[src/rtl/bias_param_pkg.sv]
// Shared types for the writable bias/weight parameter loader: FSM states and
// beat-word width helpers.
package bias_param_pkg;

  typedef enum logic [1:0] {
    IDLE = 2'd0,
    LOAD = 2'd1,
    DONE = 2'd2
  } state_t;

  localparam int DEF_DATA_WIDTH  = 16;
  localparam int DEF_PARALLELISM = 1;

  function automatic int word_width(input int data_width, input int parallelism);
    return data_width * parallelism;
  endfunction

  localparam int DEF_WORD_W = DEF_DATA_WIDTH * DEF_PARALLELISM;

  typedef logic [DEF_WORD_W-1:0] beat_word_t;

endpackage

[src/rtl/bias_param_ram.sv]
// Simple dual-port parameter RAM: one write port, one read port with two
// ce-gated output registers, matching the ROM sources' read timing.
module bias_param_ram #(
  parameter int WIDTH  = 16,
  parameter int DEPTH  = 32,
  parameter int AWIDTH = $clog2(DEPTH) + 1
) (
  input  logic              clk,
  input  logic              i_we,
  input  logic [AWIDTH-1:0] i_waddr,
  input  logic [WIDTH-1:0]  i_wdata,
  input  logic [AWIDTH-1:0] i_rd_addr,
  input  logic              i_rd_ce,
  output logic [WIDTH-1:0]  o_rd_data
);

  localparam int IDX_W = (DEPTH > 1) ? $clog2(DEPTH) : 1;

  logic [WIDTH-1:0] r_mem [DEPTH];
  logic [WIDTH-1:0] r_rd_s1;
  logic [WIDTH-1:0] r_rd_s2;

  // The spare address bit only matters for out-of-range reads, whose data is undefined.
  logic w_unused_hi;
  assign w_unused_hi = ^{i_waddr[AWIDTH-1:IDX_W], i_rd_addr[AWIDTH-1:IDX_W]};

  always_ff @(posedge clk) begin
    if (i_we) begin
      r_mem[i_waddr[IDX_W-1:0]] <= i_wdata;
    end
  end

  // Non-blocking read of the array gives read-before-write on an address collision.
  always_ff @(posedge clk) begin
    if (i_rd_ce) begin
      r_rd_s1 <= r_mem[i_rd_addr[IDX_W-1:0]];
      r_rd_s2 <= r_rd_s1;
    end
  end

  assign o_rd_data = r_rd_s2;

endmodule

[src/rtl/bias_param_loader.sv]
// Loads a stream of parameter beats into RAM in address order and flags when a
// full tensor is resident; the read port keeps the 2-cycle ce-gated ROM timing.
module bias_param_loader
  import bias_param_pkg::*;
#(
  parameter int DATA_WIDTH  = 16,
  parameter int PARALLELISM = 1,
  parameter int DEPTH       = 32,
  parameter int AWIDTH      = $clog2(DEPTH) + 1
) (
  input  logic                              clk,
  input  logic                              rst,
  input  logic                              start,
  input  logic [DATA_WIDTH-1:0]             data_in [PARALLELISM-1:0],
  input  logic                              data_in_valid,
  output logic                              data_in_ready,
  output logic                              busy,
  output logic                              load_done,
  output logic                              overflow_err,
  input  logic [AWIDTH-1:0]                 rd_addr,
  input  logic                              rd_ce,
  output logic [DATA_WIDTH*PARALLELISM-1:0] rd_data,
  output state_t                            dbg_state
);

  localparam int WORD_W = word_width(DATA_WIDTH, PARALLELISM);
  typedef logic [WORD_W-1:0] word_t;

  // Handshake: a beat transfers on a rising edge where data_in_valid and
  // data_in_ready are both high; ready is a pure decode of the registered state.
  state_t            r_state;
  state_t            w_next_state;
  logic [AWIDTH-1:0] r_wr_ptr;
  logic              r_overflow;
  logic              w_hs;
  logic              w_last;
  word_t             w_beat;

  assign w_hs   = (r_state == LOAD) && data_in_valid;
  assign w_last = (r_wr_ptr == AWIDTH'(DEPTH - 1));

  always_comb begin
    w_beat = '0;
    for (int j = 0; j < PARALLELISM; j++) begin
      w_beat[DATA_WIDTH*j +: DATA_WIDTH] = data_in[j];
    end
  end

  always_ff @(posedge clk) begin
    if (rst) begin
      r_state <= IDLE;
    end else begin
      r_state <= w_next_state;
    end
  end

  always_comb begin
    w_next_state = r_state;
    case (r_state)
      IDLE: if (start) w_next_state = LOAD;
      LOAD: begin
        if (start) w_next_state = LOAD;
        else if (w_hs && w_last) w_next_state = DONE;
      end
      DONE: if (start) w_next_state = LOAD;
      default: w_next_state = IDLE;
    endcase
  end

  always_comb begin
    data_in_ready = 1'b0;
    busy          = 1'b0;
    load_done     = 1'b0;
    case (r_state)
      LOAD: begin
        data_in_ready = 1'b1;
        busy          = 1'b1;
      end
      DONE:    load_done = 1'b1;
      default: ;
    endcase
  end

  // A start coincident with a handshake still writes that beat at the old pointer.
  always_ff @(posedge clk) begin
    if (rst || start) begin
      r_wr_ptr <= '0;
    end else if (w_hs) begin
      r_wr_ptr <= w_last ? '0 : r_wr_ptr + AWIDTH'(1);
    end
  end

  always_ff @(posedge clk) begin
    if (rst || start) begin
      r_overflow <= 1'b0;
    end else if ((r_state == DONE) && data_in_valid) begin
      r_overflow <= 1'b1;
    end
  end

  assign overflow_err = r_overflow;
  assign dbg_state    = r_state;

  bias_param_ram #(
    .WIDTH (WORD_W),
    .DEPTH (DEPTH),
    .AWIDTH(AWIDTH)
  ) u_ram (
    .clk      (clk),
    .i_we     (w_hs),
    .i_waddr  (r_wr_ptr),
    .i_wdata  (w_beat),
    .i_rd_addr(rd_addr),
    .i_rd_ce  (rd_ce),
    .o_rd_data(rd_data)
  );

endmodule

[config.mk]
export PLATFORM = sky130hd
export DESIGN_NAME = bias_param_loader
export DESIGN_NICKNAME = d
export VERILOG_FILES = /design/src/rtl/bias_param_pkg.sv /design/src/rtl/bias_param_ram.sv /design/src/rtl/bias_param_loader.sv
export SDC_FILE = /design/constraint.sdc
export NUM_CORES = 1
export LEC_CHECK = 0
export ABC_AREA = 0
export CAP_MARGIN = 20
export CORE_ASPECT_RATIO = 2
export CORE_MARGIN = 4
export CORE_UTILIZATION = 60
export CTS_CLUSTER_SIZE = 10
export DETAILED_ROUTE_END_ITERATION = 8
export PLACE_DENSITY = 0.82
export SYNTH_ARGS = -nofsm -noshare
export SYNTH_HDL_FRONTEND = slang
export SYNTH_SLANG_ARGS = --single-unit
[constraint.sdc]
create_clock -name clk -period 2.41 [get_ports clk]
set_input_delay 0.482 -clock clk [delete_from_list [all_inputs] [get_ports clk]]
set_output_delay 0.482 -clock clk [all_outputs]
set_load 0.01 [all_outputs]
== Yosys cells after proc, flatten, opt, wreduce, memory -nomap -nowiden ==
Memory sizes are Yosys's and may differ from the RTL's. A register that Yosys moved wholly into a read port is not among the register bits.
Cells that the tools add are included.

* Output and inout port bits: 22
* Word-level logic and storage cells: 27
* Input port bits: 27
* Register bits: 25
* Memories: 1
* Bits in writable memories: 512

{| class="wikitable"
|+ Memories
! memory !! words !! width !! rd ports !! clocked after memory_dff !! wr ports !! line !! text
|-
| u_ram.r_mem || 32 || 16 || 1 || 1 || 1 || bias_param_ram.sv:19 || <nowiki>logic [WIDTH-1:0] r_mem [DEPTH];</nowiki>
|}

* Equality and inequality tests: 5
* Reduce and logical (&&, ||, !) cells: 7
* $add $sub $neg: 1
* Muxes and demuxes: 9

{| class="wikitable"
|+ Operators by type and width
! kind !! number
|-
| 6-bit by 1-bit adder with 6-bit output (second input constant) || 1
|-
| 6-bit by 5-bit equality test with 1-bit output (second input constant) || 1
|-
| 2-bit two-way mux || 3
|-
| 6-bit two-way mux || 1
|-
| 1-bit two-way mux || 4
|-
| 2-bit one-hot mux with 2 select lines || 1
|-
| 1-bit logical AND || 3
|-
| 3-bit by 2-bit inequality test with 1-bit output (second input constant) || 1
|-
| 2-bit by 1-bit equality test with 1-bit output (second input constant) || 1
|-
| 2-bit equality test (second input constant) || 1
|-
| 2-bit zero test || 1
|-
| 2-bit by 1-bit inequality test with 1-bit output (second input constant) || 1
|-
| 2-bit AND reduction || 1
|-
| 2-bit OR reduction || 1
|-
| 1-bit logical OR || 1
|}

== Logic depth before layout (Yosys ltp) ==
* Word-level depth: 6
* Gate-level depth with buffers: 8

== By module ==
A second synthesis with hierarchy kept.

* Cell total of the unflattened synthesis: 1211
* Area, all modules: 21619.5 sq um

{| class="wikitable"
|+ By module, submodules not included
! module !! cells an instance !! sequential area each (sq um) !! area each (sq um) !! instances
|-
| bias_param_ram || 1159 || 16335.7 || 21176.6 || 1
|-
| bias_param_loader || 52 || 180.2 || 442.9 || 1
|}

== Worst setup path after synthesis ==
Ideal clock, no wire load.

* Path type: register -> register
* From: register r_wr_ptr[3]
* To: memory u_ram.r_mem[10][0], enable pin
* Cell stages (with the launch flop): 4
* Path buffers: 1
* Library setup time: 0.388 ns
* Arrival time: 1.780 ns
* Slack: 0.241 ns
* Cell sequence: dfxtp_1 clkbuf_1 or3b_2 nor2_1

{| class="wikitable"
|+ RTL lines
! element !! line !! text
|-
| start: declaration || bias_param_loader.sv:33 || <nowiki>logic [AWIDTH-1:0] r_wr_ptr;</nowiki>
|-
| start signal: assignment || bias_param_loader.sv:89 || <nowiki>r_wr_ptr <= w_last ? '0 : r_wr_ptr + AWIDTH'(1);</nowiki>
|-
| end: declaration || bias_param_ram.sv:19 ||
|}

Straight into the memory's write port.

== Worst setup path after layout ==
* From: register r_state[0], in the netlist dbg_state[0]
* To: output load_done

* Longest elaborated chain between the ends: 2

{| class="wikitable"
|+ Ends and longest elaborated chain
! element !! line !! text
|-
| start: declaration || bias_param_loader.sv:31 || <nowiki>state_t r_state;</nowiki>
|-
| start signal: assignment || bias_param_loader.sv:53 || <nowiki>r_state <= w_next_state;</nowiki>
|-
| 2-bit equality test || bias_param_loader.sv:74 || <nowiki>case (r_state)</nowiki>
|-
| 1-bit two-way mux || bias_param_loader.sv:74 ||
|-
| end: declaration || bias_param_loader.sv:18 || <nowiki>output logic load_done,</nowiki>
|}

Every way passes these cells.

==> flow_metrics.py <==
metrics = {
    "floorplan": {
        "dieWidth_um": 142,
        "core_area_um2": 35200,
        "num_rows": 97,
        "initial_core_util_pct": 61.2,
        "dieArea_um2": 39200,
        "io_pins": 49,
        "die_height_um": 276,
    },
    "finish": {
        "antenna_cells": 0,
        "seq_area_um2": 16500,
        "final_common_cell": "edfxtp_1",
        "mostFrequentLayoutCells": "544 x edfxtp_1, 256 x mux2i_1, 66 x buf_4",
        "fin_nets": 1384,
        "fillers": 2045,
        "design_area_um2": 25100,
        "area_growth_pct": 16.5,
        "multi_input_area_um2": 4550,
        "drive_gt1_share_pct": 13.6,
        "stdcell_count": 1811,
    },
    "clocking": {
        "cts-resized-gates": 0,
        "clkTransAtPathRegs_ns": 0.06,
        "cts_buffer_depth": 3,
        "cts-buffers-inserted": 61,
        "clock-sinks": 553,
        "clock_latency_ns": 0.59,
        "postCtsHoldBufs": 0,
        "cts-root-buf": "clkbuf_16",
        "htreeDepth": 2,
        "cts_tree": "yes",
        "post_cts_buffers": 0,
    },
    "route": {
        "drc_errors": 0,
        "ant_nets": 0,
        "wl_um": 44700,
        "firstDrtPassIters": 5,
        "via_per_inst": 6.20,
        "vias": 11200,
        "drt_iter0_drc": 954,
        "wl_per_cell_um": 24.7,
    },
    "logic_synthesis": {
        "syn_avg_cell_area_um2": 17.8,
        "ys_seq_area_share_pct": 76.7,
        "netlist_instances": 1206,
        "syn_area_um2": 21500,
        "synth_seq_cells": 553,
        "ys_types": 39,
        "synth_edf_count": 544,
        "synth_warnings": 0,
        "ys.flop_type": "edfxtp_1",
        "synthArstFlopShare_pct": 0,
        "synth_nets": 1237,
    },
    "setup_path": {
        "start_kind": "flip-flop",
        "worstSetupPathType": "flip-flop to output pin",
        "endpoint_kind": "output pin",
        "path_max_fanout": 6,
        "crit_arrival_ns": 1.74,
        "cp.required_ns": 1.93,
    },
    "timing": {
        "drv_slew": 0,
        "min_period_ns": 2.23,
        "clock.fmax_mhz": 449,
        "slew_headroom_pct": 70.0,
        "fin_crit_sh_pct": 92.3,
        "setup_viol": 0,
        "finalHoldViolations": 0,
        "rsz0062_at_grt": "false",
        "max_slew.worst_pin.slew_ns": 0.451,
        "clock_skew_ns": 0.0200,
    },
    "place": {
        "io_buffers": 47,
        "dp_cells": 1735,
        "post-dp-hpwl_um": 28400,
        "place.gp.congestion": 0.823,
        "placed_cell_area_um2": 23400,
    },
    "grt": {
        "grt-busiest-layer": "met2",
        "grt_pass1_vias": 11800,
        "use_met3_pct": 2.84,
        "grt_max_degree": 36,
        "antenna_found_initial": 0,
        "groute.layer.met2.usage_pct": 44.2,
        "grtUsageTotal_pct": 23.1,
        "grtUsageMet1_pct": 25.1,
        "overflow": 0,
        "grt_pass1_wl_um": 67600,
    },
    "power_and_ir_drop": {
        "leakage_nw": 8.81,
        "powerDensity_nw_per_um2": 779,
        "peakVddDrop_uv": 563,
    },
    "status": {
        "outcome": "completed",
    },
    "hold_path": {
        "hold_path_class": "flip-flop to flip-flop",
    },
    "run": {
        "maxCapViolCount": 0,
    },
}
==> cell type report <==
type / count / share of cell area (%)
clock inverter: 2 / 0.0699
timing repair buffer: 155 / 7.23
clock buffer: 74 / 6.45
tap: 445 / 2.22
sequential: 553 / 65.9
multi-input combinational: 580 / 18.1
inverter: 2 / 0.0299
==> flip-flops by register name, indices dropped and copies added (netlist names) <==
signal and count:
u_ram.r_mem 512, dbg_state 2, overflow_err 1, u_ram.o_rd_data 16, r_wr_ptr 6, u_ram.r_rd_s1 16
==> synth_stat cells (all sizes together), types with 2 or more instances <==
cell | instances | share of area, %
nand2 | 38 | 0.70
xnor2 | 2 | 0.081
nor2b | 4 | 0.15
mux2i | 256 | 12
edfxtp | 544 | 76
nor3 | 20 | 0.49
or3 | 2 | 0.081
xor2 | 3 | 0.12
buf | 54 | 1.9
or3b | 2 | 0.081
a22oi | 64 | 2.2
a21oi | 35 | 0.81
nand2b | 2 | 0.058
dfxtp | 9 | 0.84
nor2 | 40 | 0.71
inv | 2 | 0.035
nand4 | 17 | 0.49
clkbuf | 17 | 0.31
nand3 | 34 | 0.79
ha | 4 | 0.23
nand3b | 3 | 0.10
a22o | 32 | 1.3
a31oi | 16 | 0.47
==> stage by stage <==
stage	hold slack (ns)	setup TNS [ns]	total power, mW	setup slack [ns]	util, %
floorplan	0.400	0	11.4	0.241	-
global placement	0.407	0	11.8	0.0169	66.6
detailed placement	0.405	-0.153	11.8	-0.0430	66.6
CTS	0.417	0	19.6	0.148	71.2
global route	0.439	0	20.1	0.0625	71.2
finish	0.418	0	19.5	0.185	71.2
==> critical path, stage by stage, from the launching register on <==
cell and delay [ns]:
dfxtp_1 0.35, and2b_2 0.27, clkdlybuf4s50_1 0.54
==> kinds of logic after synthesis <==
logic type / after synthesis / share of synthesized area, %
XOR/XNOR: 5 / 0.204
adder cells (fa/ha/maj): 4 / 0.233
AND/OR/NAND/NOR: 167 / 3.84
multiplexers: 256 / 11.9
AO/OA/AOI/OAI: 148 / 4.85
buffers and inverters: 73 / 2.24
flip-flops: 553 / 76.7
==> report_power, final <==
part	switching (mW)	internal, mW	total, mW
clock network	3.27	4.61	7.88
logic	0.584	0.410	0.994
registers	0.0217	10.6	10.7
total	3.87	15.7	19.5
==> per-layer routing <==
layer,wire [um],share of wire (%)
met1,15300,34
met3,2210,5.0
met2,25100,56
met5,0,0
met4,2000,4.5
==> worst paths after layout <==
| kind | from | end | slack [ns] | cells after the start |
|---|---|---|---|---|
| hold reg to reg | u_ram.r_rd_s1[9] | u_ram.o_rd_data[9] | 0.42 | 0 |
| setup reg to reg | dbg_state[0] | u_ram.r_mem[2][9] | 0.53 | 4 |
| hold / removal | u_ram.r_rd_s1[9] | u_ram.o_rd_data[9] | 0.42 | 0 |
| setup / recovery | dbg_state[0] | load_done | 0.18 | 2 |
(Power assumes the default switching activity.)
